===== config.mk =====
export PLATFORM = sky130hd
export DESIGN_NAME = special_register
export DESIGN_NICKNAME = d
export VERILOG_FILES = /design/src/rtl/special_register_pkg.sv /design/src/rtl/special_register_next.sv /design/src/rtl/special_register.sv
export SDC_FILE = /design/constraint.sdc
export NUM_CORES = 1
export LEC_CHECK = 0
export CORE_MARGIN = 2
export CORE_UTILIZATION = 40
export CTS_BUF_LIST = sky130_fd_sc_hd__clkbuf_4 sky130_fd_sc_hd__clkbuf_8
export DETAILED_ROUTE_END_ITERATION = 8
export PLACE_DENSITY = 0.65
export SLEW_MARGIN = 20
export SYNTH_ARGS = -nofsm -noshare
export SYNTH_HDL_FRONTEND = slang
export SYNTH_HIERARCHICAL = 1
export SYNTH_SLANG_ARGS = --single-unit

===== constraint.sdc =====
create_clock -name clk -period 3.6 [get_ports clk]
set_clock_uncertainty 0.05 [all_clocks]
set_input_delay 0.36 -clock clk [delete_from_list [all_inputs] [get_ports clk]]
set_output_delay 0.36 -clock clk [all_outputs]
set_load 0.02 [all_outputs]

===== src/rtl/special_register_pkg.sv =====
// Shared constants for the 4-bit multi-function register: width and opcode encodings.
package special_register_pkg;

  localparam int unsigned W = 4;

  localparam logic [0:3] OP_SHR  = 4'd0;
  localparam logic [0:3] OP_SHL  = 4'd1;
  localparam logic [0:3] OP_LOAD = 4'd2;
  localparam logic [0:3] OP_CLR  = 4'd3;
  localparam logic [0:3] OP_SET  = 4'd4;
  localparam logic [0:3] OP_INC  = 4'd5;
  localparam logic [0:3] OP_DEC  = 4'd6;
  localparam logic [0:3] OP_NOT  = 4'd7;
  localparam logic [0:3] OP_ROR  = 4'd8;
  localparam logic [0:3] OP_ROL  = 4'd9;
  localparam logic [0:3] OP_ASR  = 4'd10;
  localparam logic [0:3] OP_NEG  = 4'd11;
  localparam logic [0:3] OP_HOLD = 4'd12;
  localparam logic [0:3] OP_AND  = 4'd13;
  localparam logic [0:3] OP_OR   = 4'd14;
  localparam logic [0:3] OP_XOR  = 4'd15;

endpackage


===== src/rtl/special_register_next.sv =====
// Combinational next-state function: computes next Q and serial output from the current state.
module special_register_next
  import special_register_pkg::*;
(
  input  logic [0:W-1] q,
  input  logic         sout,
  input  logic [0:3]   sel,
  input  logic [0:W-1] pin,
  input  logic         sin,
  output logic [0:W-1] q_next,
  output logic         sout_next
);

  // Bit 0 is the MSB, so "right" moves data toward bit W-1.
  always_comb begin
    q_next    = q;
    sout_next = sout;
    case (sel)
      OP_SHR: begin
        q_next    = {sin, q[0:W-2]};
        sout_next = q[W-1];
      end
      OP_SHL: begin
        q_next    = {q[1:W-1], sin};
        sout_next = q[0];
      end
      OP_LOAD: q_next = pin;
      OP_CLR:  q_next = '0;
      OP_SET:  q_next = '1;
      OP_INC:  q_next = q + 4'd1;
      OP_DEC:  q_next = q - 4'd1;
      OP_NOT:  q_next = ~q;
      OP_ROR: begin
        q_next    = {q[W-1], q[0:W-2]};
        sout_next = q[W-1];
      end
      OP_ROL: begin
        q_next    = {q[1:W-1], q[0]};
        sout_next = q[0];
      end
      OP_ASR: begin
        q_next    = {q[0], q[0:W-2]};
        sout_next = q[W-1];
      end
      OP_NEG:  q_next = ~q + 4'd1;
      OP_HOLD: q_next = q;
      OP_AND:  q_next = q & pin;
      OP_OR:   q_next = q | pin;
      OP_XOR:  q_next = q ^ pin;
      // X/Z on sel falls through here and holds state in simulation.
      default: begin
        q_next    = q;
        sout_next = sout;
      end
    endcase
  end

endmodule


===== src/rtl/special_register.sv =====
// 4-bit multi-function register: asynchronous-reset storage for Q and the serial output.
module special_register
  import special_register_pkg::*;
(
  input  logic         clk,
  input  logic         rst,
  input  logic [0:3]   sel,
  input  logic [0:W-1] PIn,
  input  logic         SIn,
  output logic [0:W-1] POut,
  output logic         SOut
);

  logic [0:W-1] q_q, q_d;
  logic         sout_q, sout_d;

  special_register_next u_next (
    .q         (q_q),
    .sout      (sout_q),
    .sel       (sel),
    .pin       (PIn),
    .sin       (SIn),
    .q_next    (q_d),
    .sout_next (sout_d)
  );

  always_ff @(posedge clk or posedge rst) begin
    if (rst) begin
      q_q    <= '0;
      sout_q <= 1'b0;
    end else begin
      q_q    <= q_d;
      sout_q <= sout_d;
    end
  end

  assign POut = q_q;
  assign SOut = sout_q;

endmodule


# After elaboration in Yosys (flattened, before gate mapping)
# Index checks and enable logic that the tools add are counted.
# op_classes
n_addsub	3
n_mul	0
div	0
n_lt_le_gt_ge	0
eq_ne	15
n_shift	0
muxes	2
bitwise_logic	6
n_reduce_logical	5
# ops
op	count
$pmux W4 S15	1
$eq A4 B4 Y1 const B	8
$eq A4 B3 Y1 const B	4
$add A4 B1 Y4 const B	2
$eq A4 B2 Y1 const B	2
$and A4 B4 Y4	1
$eq A4 B1 Y1 const B	1
$logic_not A4 Y1	1
$not A4 Y4	1
$or A4 B4 Y4	1
$sub A4 B1 Y4 const B	1
$xor A4 B4 Y4	1
$reduce_or A3 Y1	1
$not A1 Y1	2
$pmux W1 S2	1
$reduce_and A2 Y1	1
$reduce_bool A2 Y1	1
$reduce_or A2 Y1	1
# totals
regBits	5
latchBits	0
ram_bits	0
mem_bits_ro	0
in_bits	11
wordCells	34
n_memories	0

# Logic depth before layout (Yosys ltp)
# Gate-level depths: netlist (run 1).
# depth
word_depth	3
ltp_mapped	8
mapped_depth_nobuf	7

# Cells and area by module
# Netlist (run 1), hierarchy kept.
# modules_own_cells
module	n_inst	cells_per_inst	area_each_um2
special_register_next	1	112	787.0
special_register	1	6	128.9

# Least setup slack after synthesis (run 1)
# No wires, ideal clock.
# synth_timing
path_type	register to register
from	reg q_q, in the netlist POut[2]
to	reg q_q, in the netlist POut[2]
arrival_ps	1677
required_time_ps	3420
path_slack_ps	1743
path_stages_with_launch	6
path_buffers	0
synth_period_minus_slack_ps	1857
cell_sequence	dfrtp_1 inv_1 ha_1 mux4_2 o211ai_1 o21ai_0
# synth_via
elab_chain_cells	3
elab_cells_between_ends	8
cone_classes	3 x add/sub; 1 x mux; 4 x bitwise
# synth_rtl
element	line_no	text
from (decl)	special_register.sv:14	logic [0:W-1] q_q, q_d;
from (signal assigned)	special_register.sv:32	q_q <= q_d;
$not A4 Y4	special_register_next.sv:32, special_register_next.sv:45	
$add A4 B1 Y4	special_register_next.sv:45	OP_NEG: q_next = ~q + 4'd1;
$pmux W4 S15 *	special_register_next.sv:18	case (sel)
named net q_d (one bit)	special_register.sv:14	
# Mark *: on every way through the listed nets, which the timed path passes. The rest lies on a longest branch.
# A chain may end at the register's enable or synchronous reset.

# Worst setup path after layout (run 1)
# layout_timing
from	in sel[0] in the netlist's numbering
to	reg q_q, in the netlist POut[0]
# layout_via
elab_cells_between_ends	20
cone_classes	15 x eq/ne; 1 x mux; 2 x bitwise; 2 x reduce/logical
# layout_rtl
element	line_no	text
from (decl)	special_register.sv:7	input logic [0:3] sel,
$eq A4 B4 Y1, or another cell as far along	special_register_next.sv:18	
$pmux W4 S15 *	special_register_next.sv:18	
named net q_d (one bit)	special_register.sv:14	
# Marks and branches as above.

==> results of run 1 <==
==> synthesized netlist by cell type (all sizes together) <==
cell | number | area [um2]
o2111ai | 1 | 8.76
nor2 | 5 | 18.8
dfrtp | 5 | 125
and2b | 1 | 8.76
buf | 8 | 63.8
o21ai | 18 | 93.8
clkbuf | 2 | 17.5
a21o | 1 | 7.51
a311o | 1 | 10.0
or2 | 1 | 6.26
o22a | 1 | 8.76
o31ai | 2 | 15.0
nor3 | 6 | 41.3
inv | 14 | 52.6
xnor2 | 2 | 17.5
nand2 | 5 | 18.8
maj3 | 1 | 11.3
o32a | 2 | 20.0
nand3 | 4 | 20.0
o221ai | 1 | 15.0
mux4 | 1 | 22.5
o211ai | 2 | 15.0
nor2b | 2 | 20.0
mux2i | 3 | 30.0
and3b | 1 | 10.0
a22oi | 1 | 7.51
o311ai | 1 | 8.76
and4b | 1 | 10.0
nor3b | 3 | 22.5
a21oi | 8 | 40.0
a31oi | 2 | 12.5
nand2b | 1 | 6.26
a221oi | 2 | 17.5
ha | 9 | 113
==> area by class of cell <==
class	count	area, um2	area share (%)
Inverter	14	52.6	5.01
Sequential cell	5	125	11.9
Clock buffer	4	30.0	2.86
Multi-Input combinational cell	89	657	62.6
Tap cell	28	35.0	3.34
Timing Repair Buffer	15	150	14.3
==> logic make-up (layout without fill, tap and decap cells) <==
| group | after synthesis | in the layout | share of synthesized area, % |
|---|---|---|---|
| flip-flops | 5 | 5 | 13.7 |
| AO/OA/AOI/OAI | 43 | 43 | 30.6 |
| multiplexers | 4 | 4 | 5.74 |
| AND/OR/NAND/NOR | 30 | 30 | 19.9 |
| XOR/XNOR | 2 | 2 | 1.91 |
| buffers and inverters | 24 | 33 | 14.6 |
| adder cells (fa/ha/maj) | 10 | 10 | 13.5 |
==> final timing paths <==
check | from | to | slack, ns | cells after the start
worst max-delay path | sel[0] | POut[0]$_DFF_PP0_ | 1.30 | 5
worst min-delay path | rst | SOut$_DFF_PP0_ | 0.27 | 2
worst max register to register | POut[3]$_DFF_PP0_ | POut[3]$_DFF_PP0_ | 1.61 | 6
worst min register to register | SOut$_DFF_PP0_ | SOut$_DFF_PP0_ | 0.47 | 2
max in group asynchronous | rst | POut[3]$_DFF_PP0_ | 3.06 | 2
min in group clk | SOut$_DFF_PP0_ | SOut$_DFF_PP0_ | 0.47 | 2
==> metal layers <==
metal / global-route usage (%) / vias to the layer above / share of wire, %
li1: - / 454 / -
met1: 23.1 / 442 / 47
met2: 29.1 / 23 / 48
met3: 2.59 / 0 / 4.0
met4: 0 / 0 / 0
met5: 0 / - / 0
==> through the flow <==
step	std cells	power (mW)	hold slack (ns)	area, um2
floorplan	118	0.221	0.0885	916
global placement	151	0.272	0.450	1020
detailed placement	151	0.271	0.459	1020
CTS	155	0.345	0.269	1050
global route	155	0.374	0.276	1050
finish	155	0.342	0.267	1050
==> worst max-delay path, stage by stage <==
cell             delay (ns)
clkdlybuf4s50_1        0.76
and3b_2                0.42
o21ai_0                0.37
nor3b_1                0.10
o32a_1                 0.35
==> flip-flops by register name, indices dropped and copies added (netlist names) <==
name  cells
SOut      1
POut      4
==> where the power goes <==
part,internal [mW],switching (mW)
Clock,0.0493,0.0218
Sequential,0.0667,0.0301
Combinational,0.0848,0.0894
Total,0.201,0.141
==> flow_summary.toml, run 1 <==
[finish]
area_growth_pct = 14.6
layout.nets = 148
drive_gt1_share_pct = 11.0
fin_util_pct = 47.9
antenna_cells = 0
fill_cells = 221
mostFrequentLayoutCells = "15 x clkdlybuf4s50_1, 15 x o21ai_0, 13 x inv_1"

[global_routing]
grt_antenna_before_repair = 0
grt.overflow.total = 0
grt_pass1_vias = 777
grt_pass1_wl_um = 3500
grt_max_degree = 23
grt_usage_pct = 16.7

[cts]
postCtsSetupBuffers = 0
root_buffer = "clkbuf_4"
insertion_delay_ns = 0.24
cts_hold_buf = 0
cts_tree = "yes"
htreeDepth = 1
numCtsBuffers = 3
numClockSinks = 5
clockBufferDepth = 2
clk_pin_slew_ns = 0.04
cts.repair.resized = 0

[floorplanning]
dieArea_um2 = 2690
placementRows = 17
core_um2 = 2190
die_x_um = 51.9
io_pins = 16
start_util_pct = 41.8
die_y_um = 51.9

[yosys]
ys_seq_area_share_pct = 13.7
synth_cells = 118
synth_area_um2 = 916
syn_avg_cell_area_um2 = 7.76
synth.distinct_cells = 42
syn_nets = 138
synth_seq_cells = 5
yosysWarnings = 6

[pwr]
leakage_nw = 0.437
ir_drop_mv = 0.274
p_per_area_nw_per_um2 = 326

[routing]
viasPerCell = 5.93
routedWlPerCell_um = 13.7
wirelength_um = 2120
drc = 0
drt_iter0_markers = 29
dr.pass1.iters = 4
postRouteAntennaNets = 0
vias = 919

[setup_path]
cp_max_fo = 18
required_ns = 3.67
crit_type = "in -> reg"
cp-end-kind = "register"
start_kind = "input port"
cp.arrival_ns = 2.37

[run]
max-cap-violations = 0

[timing]
grt_setup_unrepaired = "no"
slew_headroom_pct = 47.1
finalHoldViolations = 0
fin_tns_setup_ns = 0
period_share_pct = 63.8
layout_min_cycle_time_ns = 2.30
finalSetupViolCount = 0
worstMarginPinSlew_ns = 0.791
fmaxAchievable_mhz = 435
maxSlewViolCount = 0
fin_ws_ns = 1.30

[placed_design]
pre_cts_ws_ns = 1.09
dp_hpwl_um = 1560
numPortBuffers = 15
place.gp.congestion = 0.905

[hold_path]
hold_path.class = "in -> async"

[run_status]
status = "complete, no violations"
No activity file was read; power rests on OpenSTA's default activity.
==> run 2: changes to the inputs <==
--- a/config.mk
+++ b/config.mk
@@ -9,7 +9,7 @@
 export CORE_UTILIZATION = 40
 export CTS_BUF_LIST = sky130_fd_sc_hd__clkbuf_4 sky130_fd_sc_hd__clkbuf_8
 export DETAILED_ROUTE_END_ITERATION = 8
-export PLACE_DENSITY = 0.65
+export PLACE_DENSITY = 0.68
 export SLEW_MARGIN = 20
 export SYNTH_ARGS = -nofsm -noshare
 export SYNTH_HDL_FRONTEND = slang
==> constraint.sdc (replaced) <==
create_clock -name clk -period 2 [get_ports clk]
set_clock_uncertainty 0.05 [all_clocks]
set_input_delay 0.2 -clock clk [delete_from_list [all_inputs] [get_ports clk]]
set_output_delay 0.2 -clock clk [all_outputs]
set_load 0.02 [all_outputs]
==> run 2 against run 1 <==
Net effect:
- combinational power rose by 120%
- non-clock buffer count rose by 14
- count of clock-buffer cells in the layout did not move
- cell count rose by 9.0%
- routed wire length rose by 15%
- global-route usage rose by 3.9 points
- sequential cell count did not move
- hold slack got worse by 0.16 ns
- sequential power rose by 58%
- highest routed layer is now met4
- die area did not move
- clock power rose by 85%
==> flow_summary.toml, run 2 (same netlist as run 1, synthesis figures left out) <==
[finish]
fill_cells = 209
final_cells = 169
largest_register_ff_count = 4
layout.nets = 162
drive_gt1_share_pct = 19.9
mostFrequentLayoutCells = "15 x clkdlybuf4s50_1, 15 x o21ai_0, 14 x buf_4"
area_growth_pct = 26.1
finish.instance_area_um2 = 1150
antenna_cells = 0

[setup_path]
required_ns = 2.08
crit_type = "in -> reg"
r2r_end = "POut[2]$_DFF_PP0_"
cp.arrival_ns = 1.95
reg2regPathDepth = 5
start_kind = "input port"
cp-end-kind = "register"
critical_path_buf_inv_count = 1
cpLargestDelayFamily = "compound AO/OA/AOI/OAI gates"
cp_max_fo = 10
critPathLaunch = "sel[1]"
worst_path_largest_cell_delay_ns = 0.65
crit_slowest_cell = "clkdlybuf4s50_1"
r2r-start = "POut[2]$_DFF_PP0_"
rrSetupSlack_ns = 0.18
worstPathCellList = "clkdlybuf4s50_1 > and3b_2 > o21ai_0 > nor3b_1 > o32a_1"

[pwr]
p_int_uw = 391
ir_drop_mv = 0.336
p_clk_share_pct = 19.9
switching_share_pct = 41.2
leakage_nw = 0.505
combPwrFrac_pct = 57.1
power_frac_seq_pct = 23.0
p_per_area_nw_per_um2 = 575
p_switching_uw = 273
total_power_uw = 664

[cts]
numClockSinks = 5
numCtsBuffers = 3
cts.repair.resized = 0
root_buffer = "clkbuf_4"
postCtsSetupBuffers = 0
cts_tree = "yes"
clk_pin_slew_ns = 0.04
clockBufferDepth = 2
insertion_delay_ns = 0.24
htreeDepth = 1
cts_hold_buf = 0

[timing]
finalSetupViolCount = 0
maxSlewViolCount = 0
fmaxAchievable_mhz = 534
layout_min_cycle_time_ns = 1.87
hold_slack_ns = 0.110
finalHoldViolations = 0
fin_ws_ns = 0.127
period_share_pct = 93.7
slew_headroom_pct = 69.9
grt_setup_unrepaired = "no"
worstMarginPinSlew_ns = 0.446

[routing]
vias = 1010
routedWlPerCell_um = 14.5
wirelength_um = 2450
viasPerCell = 5.98
dr.pass1.iters = 4
drt_iter0_markers = 60
postRouteAntennaNets = 0
drc = 0

[global_routing]
grt_antenna_before_repair = 0
grt.overflow.total = 0
grt_pass1_vias = 929
grt_max_degree = 13
grt_pass1_wl_um = 4270
grt_usage_pct = 20.6

[hold_path]
hold_path.class = "in -> async"

[placed_design]
dpl_cell_area_um2 = 1120
numPortBuffers = 15
dp_hpwl_um = 1860
place.gp.congestion = 0.892
pre_cts_ws_ns = -0.0512
dp.cells = 165

[floorplanning]
io_pins = 16
dieArea_um2 = 2690
die_y_um = 51.9
core_um2 = 2190
die_x_um = 51.9
start_util_pct = 41.8
placementRows = 17

[run]
max-cap-violations = 0

[run_status]
status = "complete, no violations"
-- run 2: power by group through the flow --
stage / Sequential, mW / Combinational (mW) / Clock, mW
after floorplan: 0.170 / 0.227 / 0
after global placement: 0.153 / 0.365 / 0
after detailed placement: 0.154 / 0.373 / 0
after CTS: 0.153 / 0.376 / 0.134
after global routing: 0.156 / 0.418 / 0.147
final: 0.153 / 0.379 / 0.132
-- run 2: cell type report --
type                    instances  area [um2]  area share (%)
well taps                      28        35.0            3.03
repair buffers                 29         255            22.1
multi-input cells              89         657            56.9
flip-flops and latches          5         125            10.8
clock buffers                   4        30.0            2.60
inverters                      14        52.6            4.55
-- run 2: how the worst max path moves through the flow --
stage	cells after the start	to	slack, ns
floorplan	5	POut[2]$_DFF_PP0_	0.14
global placement	5	POut[0]$_DFF_PP0_	-0.003
detailed placement	5	POut[0]$_DFF_PP0_	-0.05
CTS	5	POut[0]$_DFF_PP0_	0.19
global route	6	POut[0]$_DFF_PP0_	0.07
finish	5	POut[0]$_DFF_PP0_	0.13
-- run 2: stage by stage --
stage | util [%] | TNS (ns)
6_report | 52.7 | 0
3_5_place_dp | 51.3 | -0.0631
5_1_grt | 52.7 | 0
2_1_floorplan | - | 0
3_3_place_gp | 51.3 | -0.00330
4_1_cts | 52.7 | 0
-- run 2: worst reg2reg max path, delay by kind of cell (launching register included) --
kind                       cells  cell delay, ns
AOI/OAI and AO/OA              2            0.32
adders and majority gates      1            0.30
buffers and inverters          1            0.12
DFF                            1            0.44
muxes                          1            0.46
-- run 2: layer usage --
metal / GRT usage, % / part of all wire [%] / wire length [um] / vias to the layer above
met5: 0 / 0 / 0 / -
li1: - / - / - / 474
met2: 32.9 / 47 / 1150 / 57
met1: 27.7 / 42 / 1030 / 467
met3: 3.45 / 8.1 / 198 / 12
met4: 7.46 / 2.9 / 70 / 0
==> run 3: changes to the inputs <==
--- a/config.mk
+++ b/config.mk
@@ -9,6 +9,7 @@
 export CORE_UTILIZATION = 40
 export CTS_BUF_LIST = sky130_fd_sc_hd__clkbuf_4 sky130_fd_sc_hd__clkbuf_8
 export DETAILED_ROUTE_END_ITERATION = 8
+export GPL_ROUTABILITY_DRIVEN = 1
 export PLACE_DENSITY = 0.68
 export SLEW_MARGIN = 20
 export SYNTH_ARGS = -nofsm -noshare
==> results of run 3 <==
The final DEF is identical to that of run 2; final timing and power are the same.
